## src/rtl/rr_mux_arbiter.sv

```systemverilog
// Round-robin arbiter driving an N:1 mux into a single registered valid/ready output stage.
// Optional sticky grant (lock) is enabled by defining RR_MUX_ARBITER_LOCK_EN.
module rr_mux_arbiter #(
    parameter int N   = 4,
    parameter int W   = 8,
    parameter int IDW = $clog2(N)
) (
    input  logic             clk,
    input  logic             rst,
    input  logic [N-1:0]     in_valid,
    input  logic [N*W-1:0]   in_data,
`ifdef RR_MUX_ARBITER_LOCK_EN
    input  logic [N-1:0]     in_lock,
`endif
    output logic [N-1:0]     in_ready,
    output logic             out_valid,
    output logic [W-1:0]     out_data,
    output logic [IDW-1:0]   out_id,
    input  logic             out_ready
);

    typedef enum logic {EMPTY, FULL} state_t;

    state_t           state_q;
    logic [W-1:0]     data_q;
    logic [IDW-1:0]   id_q;
    logic [IDW-1:0]   ptr_q;
    logic [IDW-1:0]   ptr_d;

    logic             can_accept;
    logic             gnt_vld;
    logic [IDW-1:0]   gnt_idx;
    logic [W-1:0]     gnt_data;
    logic             xfer;

`ifdef RR_MUX_ARBITER_LOCK_EN
    logic             lock_q;
    logic [IDW-1:0]   lock_id_q;
`endif

    // Returns {found, index} of the first set request searched from base upward, modulo N.
    function automatic logic [IDW:0] rr_pick(input logic [N-1:0] req, input logic [IDW-1:0] base);
        logic [IDW:0] res;
        int           idx;
        res = '0;
        for (int k = N - 1; k >= 0; k--) begin
            idx = (int'(base) + k) % N;
            if (req[idx]) begin
                res = {1'b1, IDW'(idx)};
            end
        end
        return res;
    endfunction

    assign can_accept = (state_q == EMPTY) || out_ready;

    always_comb begin
        {gnt_vld, gnt_idx} = rr_pick(in_valid, ptr_q);
`ifdef RR_MUX_ARBITER_LOCK_EN
        if (lock_q && in_valid[lock_id_q]) begin
            gnt_vld = 1'b1;
            gnt_idx = lock_id_q;
        end
`endif
    end

    always_comb begin
        gnt_data = '0;
        for (int k = 0; k < N; k++) begin
            if (IDW'(k) == gnt_idx) begin
                gnt_data = in_data[k*W +: W];
            end
        end
    end

    assign xfer  = gnt_vld && can_accept;
    assign ptr_d = (gnt_idx == IDW'(N - 1)) ? '0 : gnt_idx + 1'b1;

    // in_ready is masked by rst so no requester sees an accept while the stage is held in reset.
    always_comb begin
        in_ready = '0;
        if (xfer && !rst) begin
            in_ready[gnt_idx] = 1'b1;
        end
    end

    always_ff @(posedge clk or posedge rst) begin
        if (rst) begin
            state_q <= EMPTY;
            data_q  <= '0;
            id_q    <= '0;
            ptr_q   <= '0;
        end else begin
            if (xfer) begin
                state_q <= FULL;
                data_q  <= gnt_data;
                id_q    <= gnt_idx;
                ptr_q   <= ptr_d;
            end else if (state_q == FULL && out_ready) begin
                state_q <= EMPTY;
            end
        end
    end

`ifdef RR_MUX_ARBITER_LOCK_EN
    // Each transfer re-samples the lock bit of its grantee; a vanished locked request releases it.
    always_ff @(posedge clk or posedge rst) begin
        if (rst) begin
            lock_q    <= 1'b0;
            lock_id_q <= '0;
        end else if (xfer) begin
            lock_q    <= in_lock[gnt_idx];
            lock_id_q <= gnt_idx;
        end else if (lock_q && !in_valid[lock_id_q] && can_accept) begin
            lock_q    <= 1'b0;
        end
    end
`endif

    assign out_valid = (state_q == FULL);
    assign out_data  = data_q;
    assign out_id    = id_q;

endmodule

```

## config.mk

```make
export PLATFORM = sky130hd
export DESIGN_NAME = rr_mux_arbiter
export DESIGN_NICKNAME = d
export VERILOG_FILES = /design/src/rtl/rr_mux_arbiter.sv
export SDC_FILE = /design/constraint.sdc
export NUM_CORES = 1
export LEC_CHECK = 0
export ABC_CLOCK_PERIOD_IN_PS = 3000
export BUFFER_PORTS_ARGS = -buffer_cell sky130_fd_sc_hd__buf_2
export CAP_MARGIN = 20
export CORE_MARGIN = 2
export CORE_UTILIZATION = 44
export DETAILED_ROUTE_END_ITERATION = 16
export MAX_ROUTING_LAYER = met4
export PLACE_DENSITY_LB_ADDON = 0.25
export REMOVE_ABC_BUFFERS = 1
export SETUP_SLACK_MARGIN = 0.15
export SKIP_CTS_REPAIR_TIMING = 1
export SYNTH_ARGS = -nofsm -noshare
export SYNTH_HDL_FRONTEND = slang
export SYNTH_SLANG_ARGS = --single-unit
export TNS_END_PERCENT = 20
```

## constraint.sdc

```tcl
create_clock -name clk -period 3 [get_ports clk]
set_input_delay 0.75 -clock clk [delete_from_list [all_inputs] [get_ports clk]]
set_output_delay 0.75 -clock clk [all_outputs]
set_load 0.01 [all_outputs]
```

==> results.json <==
{
  "cts_max_level": 1,
  "grt_pass1_vias": 1103,
  "clk_pin_slew_worst_paths_ns": 0.08,
  "final_area_um2": 1350,
  "p_leak_nw": 0.668,
  "drtIter0Drc": 17,
  "tns_ns": 0,
  "max_slew_margin": 0.440,
  "clkLatencyLatePin_ns": 0.27,
  "clock_path_buffers": 2,
  "path_cells": "buf_2 > mux2i_1 > nor2_1 > or3_1 > ha_1 > and3_1 > buf_2",
  "vias_per_cell": 5.51,
  "required_ns": 2.25,
  "multi_input_area_um2": 612,
  "synth_top_cell_by_area": "dfrtp_1",
  "dp_hpwl_mm": 2.10,
  "drcViolationCount": 0,
  "rsz0062_at_grt": "no",
  "io_buffers": 53,
  "netlist_top_cells_count": "dfrtp_1, a21oi_1, inv_1, nand2_1",
  "p_total_mw": 0.879,
  "synth_area_per_cell_um2": 8.60,
  "end_kind": "output pin",
  "max_freq_ghz": 0.355,
  "criticalPathCategory": "in2out",
  "vias": 1101,
  "diodes": 0,
  "gp_congestion": 0.790,
  "fin_skew_ns": 0.00343,
  "ir_worst_vdd_uv": 353,
  "syn2layout_area_growth_pct": 32.7,
  "wl_per_cell_um": 14.0,
  "tritoncts": "yes",
  "finalCriticalPeriod_ns": 2.82,
  "max_stage_delay_ns": 0.38,
  "track_usage": 0.232,
  "grt_max_degree": 17,
  "seq_area_um2": 325,
  "fillers": 201,
  "cts.sinks": 13,
  "critPathArrivalTime_ns": 2.07,
  "crit_fanout": 6,
  "yosysUniqueCellTypes": 32,
  "die_area_um2": 2710,
  "drive_above_1_share": 0.442,
  "firstDrtPassIters": 4,
  "synth_top_area_frac": 0.321,
  "drv_cap": 0,
  "initial_core_util": 0.463,
  "slew_viol_final": 0,
  "async_flop_share": 1.00,
  "cts_buffers": 3,
  "final_nets": 216,
  "io_pins": 54,
  "core_area_um2": 2190,
  "ys_ff_latch": 13,
  "worst_slew_pin_slew_ns": 0.838,
  "path_buf_inv": 2,
  "ys.warnings.count": 0,
  "worst_path_max_delay_cell": "or3_1",
  "grt_pass1_wl_mm": 4.62,
  "cpMostUsedCell": "buf_2",
  "syn_inst": 118,
  "hold_violations": 0,
  "chipWidth_um": 52.0,
  "row_count": 17,
  "yosys_most_used_dff": "dfrtp_1",
  "crit_family": "simple AND/OR/NAND/NOR gates",
  "status": "complete, no violations",
  "antenna_left": 0,
  "synthTopCellsByArea": "dfrtp_1, a221o_1, a21oi_2",
  "setup_viol": 0,
  "synth.yosys.seq_area_share": 0.321,
  "synth_area_um2": 1010,
  "power_density_nw_per_um2": 653,
  "hp-class": "in2async",
  "root_buffer": "clkbuf_4",
  "dpl_cell_area_um2": 1310,
  "fin_crit_sh": 0.939,
  "gr-total-overflow": 0,
  "synth_edf_count": 0,
  "antenna_found_initial": 0,
  "yosysMostFrequentCell": "dfrtp_1",
  "die_height_um": 52.0,
  "totalWireLength_mm": 2.79,
  "cp-start-kind": "input pin"
}
path summary, 6_finish.rpt:
path / startpoint / endpoint / slack [ns] / depth (start not counted)
min in group clk: out_id[0]$_DFFE_PP0N_ / out_id[0]$_DFFE_PP0N_ / 0.51 / 1
min: rst / out_data[2]$_DFFE_PP0N_ / 0.38 / 2
max in group asynchronous: rst / out_valid$_DFFE_PP0P_ / 2.21 / 3
max: in_valid[2] / in_ready[2] / 0.18 / 7
min reg2reg: out_id[0]$_DFFE_PP0N_ / out_id[0]$_DFFE_PP0N_ / 0.51 / 1
max reg2reg: ptr_q[1]$_DFFE_PP0N_ / out_data[2]$_DFFE_PP0N_ / 0.79 / 7
registers in the layout, indices dropped and copies added, names as in the netlist:
register	count
out_data	8
out_valid	1
ptr_q	2
out_id	2
per-stage QoR:
step                      cells  utilization  hold slack, ns  setup slack, ns
after floorplan             109            -           0.533            0.303
after global placement      196        0.600           0.487            0.241
after detailed placement    196        0.600           0.486            0.201
after CTS                   200        0.612           0.366            0.184
after global routing        200        0.615           0.364            0.123
final                       200        0.615           0.376            0.182
metal layers:
metal  GRT usage  vias up  routed length (um)
met5           -        -                   0
met4      0.0921        0                  48
met3      0.0287        6                 152
met2       0.405       39                1450
met1       0.270      517                1140
li1            -      539                   -
worst reg2reg max path: stages (launching register included):
cell     delay, ns
dfrtp_1       0.45
mux2i_1       0.26
nor2_1        0.09
or3_1         0.38
ha_1          0.23
buf_4         0.20
a221o_1       0.36
a31oi_1       0.17
cell type report:
| cell class | instances | share of cell area |
|---|---|---|
| Multi-Input combinational cell | 86 | 0.454 |
| Timing Repair Buffer | 59 | 0.230 |
| Sequential cell | 13 | 0.242 |
| Inverter | 10 | 0.0279 |
| Clock buffer | 4 | 0.0195 |
| Tap cell | 28 | 0.0260 |
cell families (layout without fill, tap and decap cells):
logic type      count (synthesis)  after routing  share of synthesized area
buf+inv                        19             73                     0.0826
simple gates                   39             39                      0.226
fa+ha+maj                       4              4                     0.0493
compound gates                 41             41                      0.301
mux                             2              2                     0.0210
flops                          13             13                      0.321
report_power, final:
group | internal, mW | switching [mW]
clock network | 0.0514 | 0.0547
registers | 0.238 | 0.0531
logic | 0.232 | 0.251
cells in the final DEF (no fill, tap or decap):
master	Yosys	layout
mux2i_1	1	1
a31oi_1	9	9
buf_4	0	6
or2_1	1	1
o21ai_0	1	1
a311oi_2	0	1
nor2_1	3	3
a32o_2	1	1
nor2b_1	2	2
inv_1	10	10
and3b_1	1	1
dfrtp_1	13	13
nand2_1	10	10
and3_1	4	4
or2_2	1	1
a21oi_1	10	10
nand2b_1	3	3
a21oi_2	9	9
or4_1	1	1
ha_1	4	4
clkbuf_1	3	1
mux2_1	1	1
nand2_2	1	1
nand3b_1	8	8
nor3_1	2	2
or3_1	1	1
a21o_1	1	1
buf_2	4	53
a221o_1	8	8
o31ai_1	1	1
clkbuf_4	0	3
nor4_2	1	1
No activity file was read; power rests on OpenSTA's default activity.
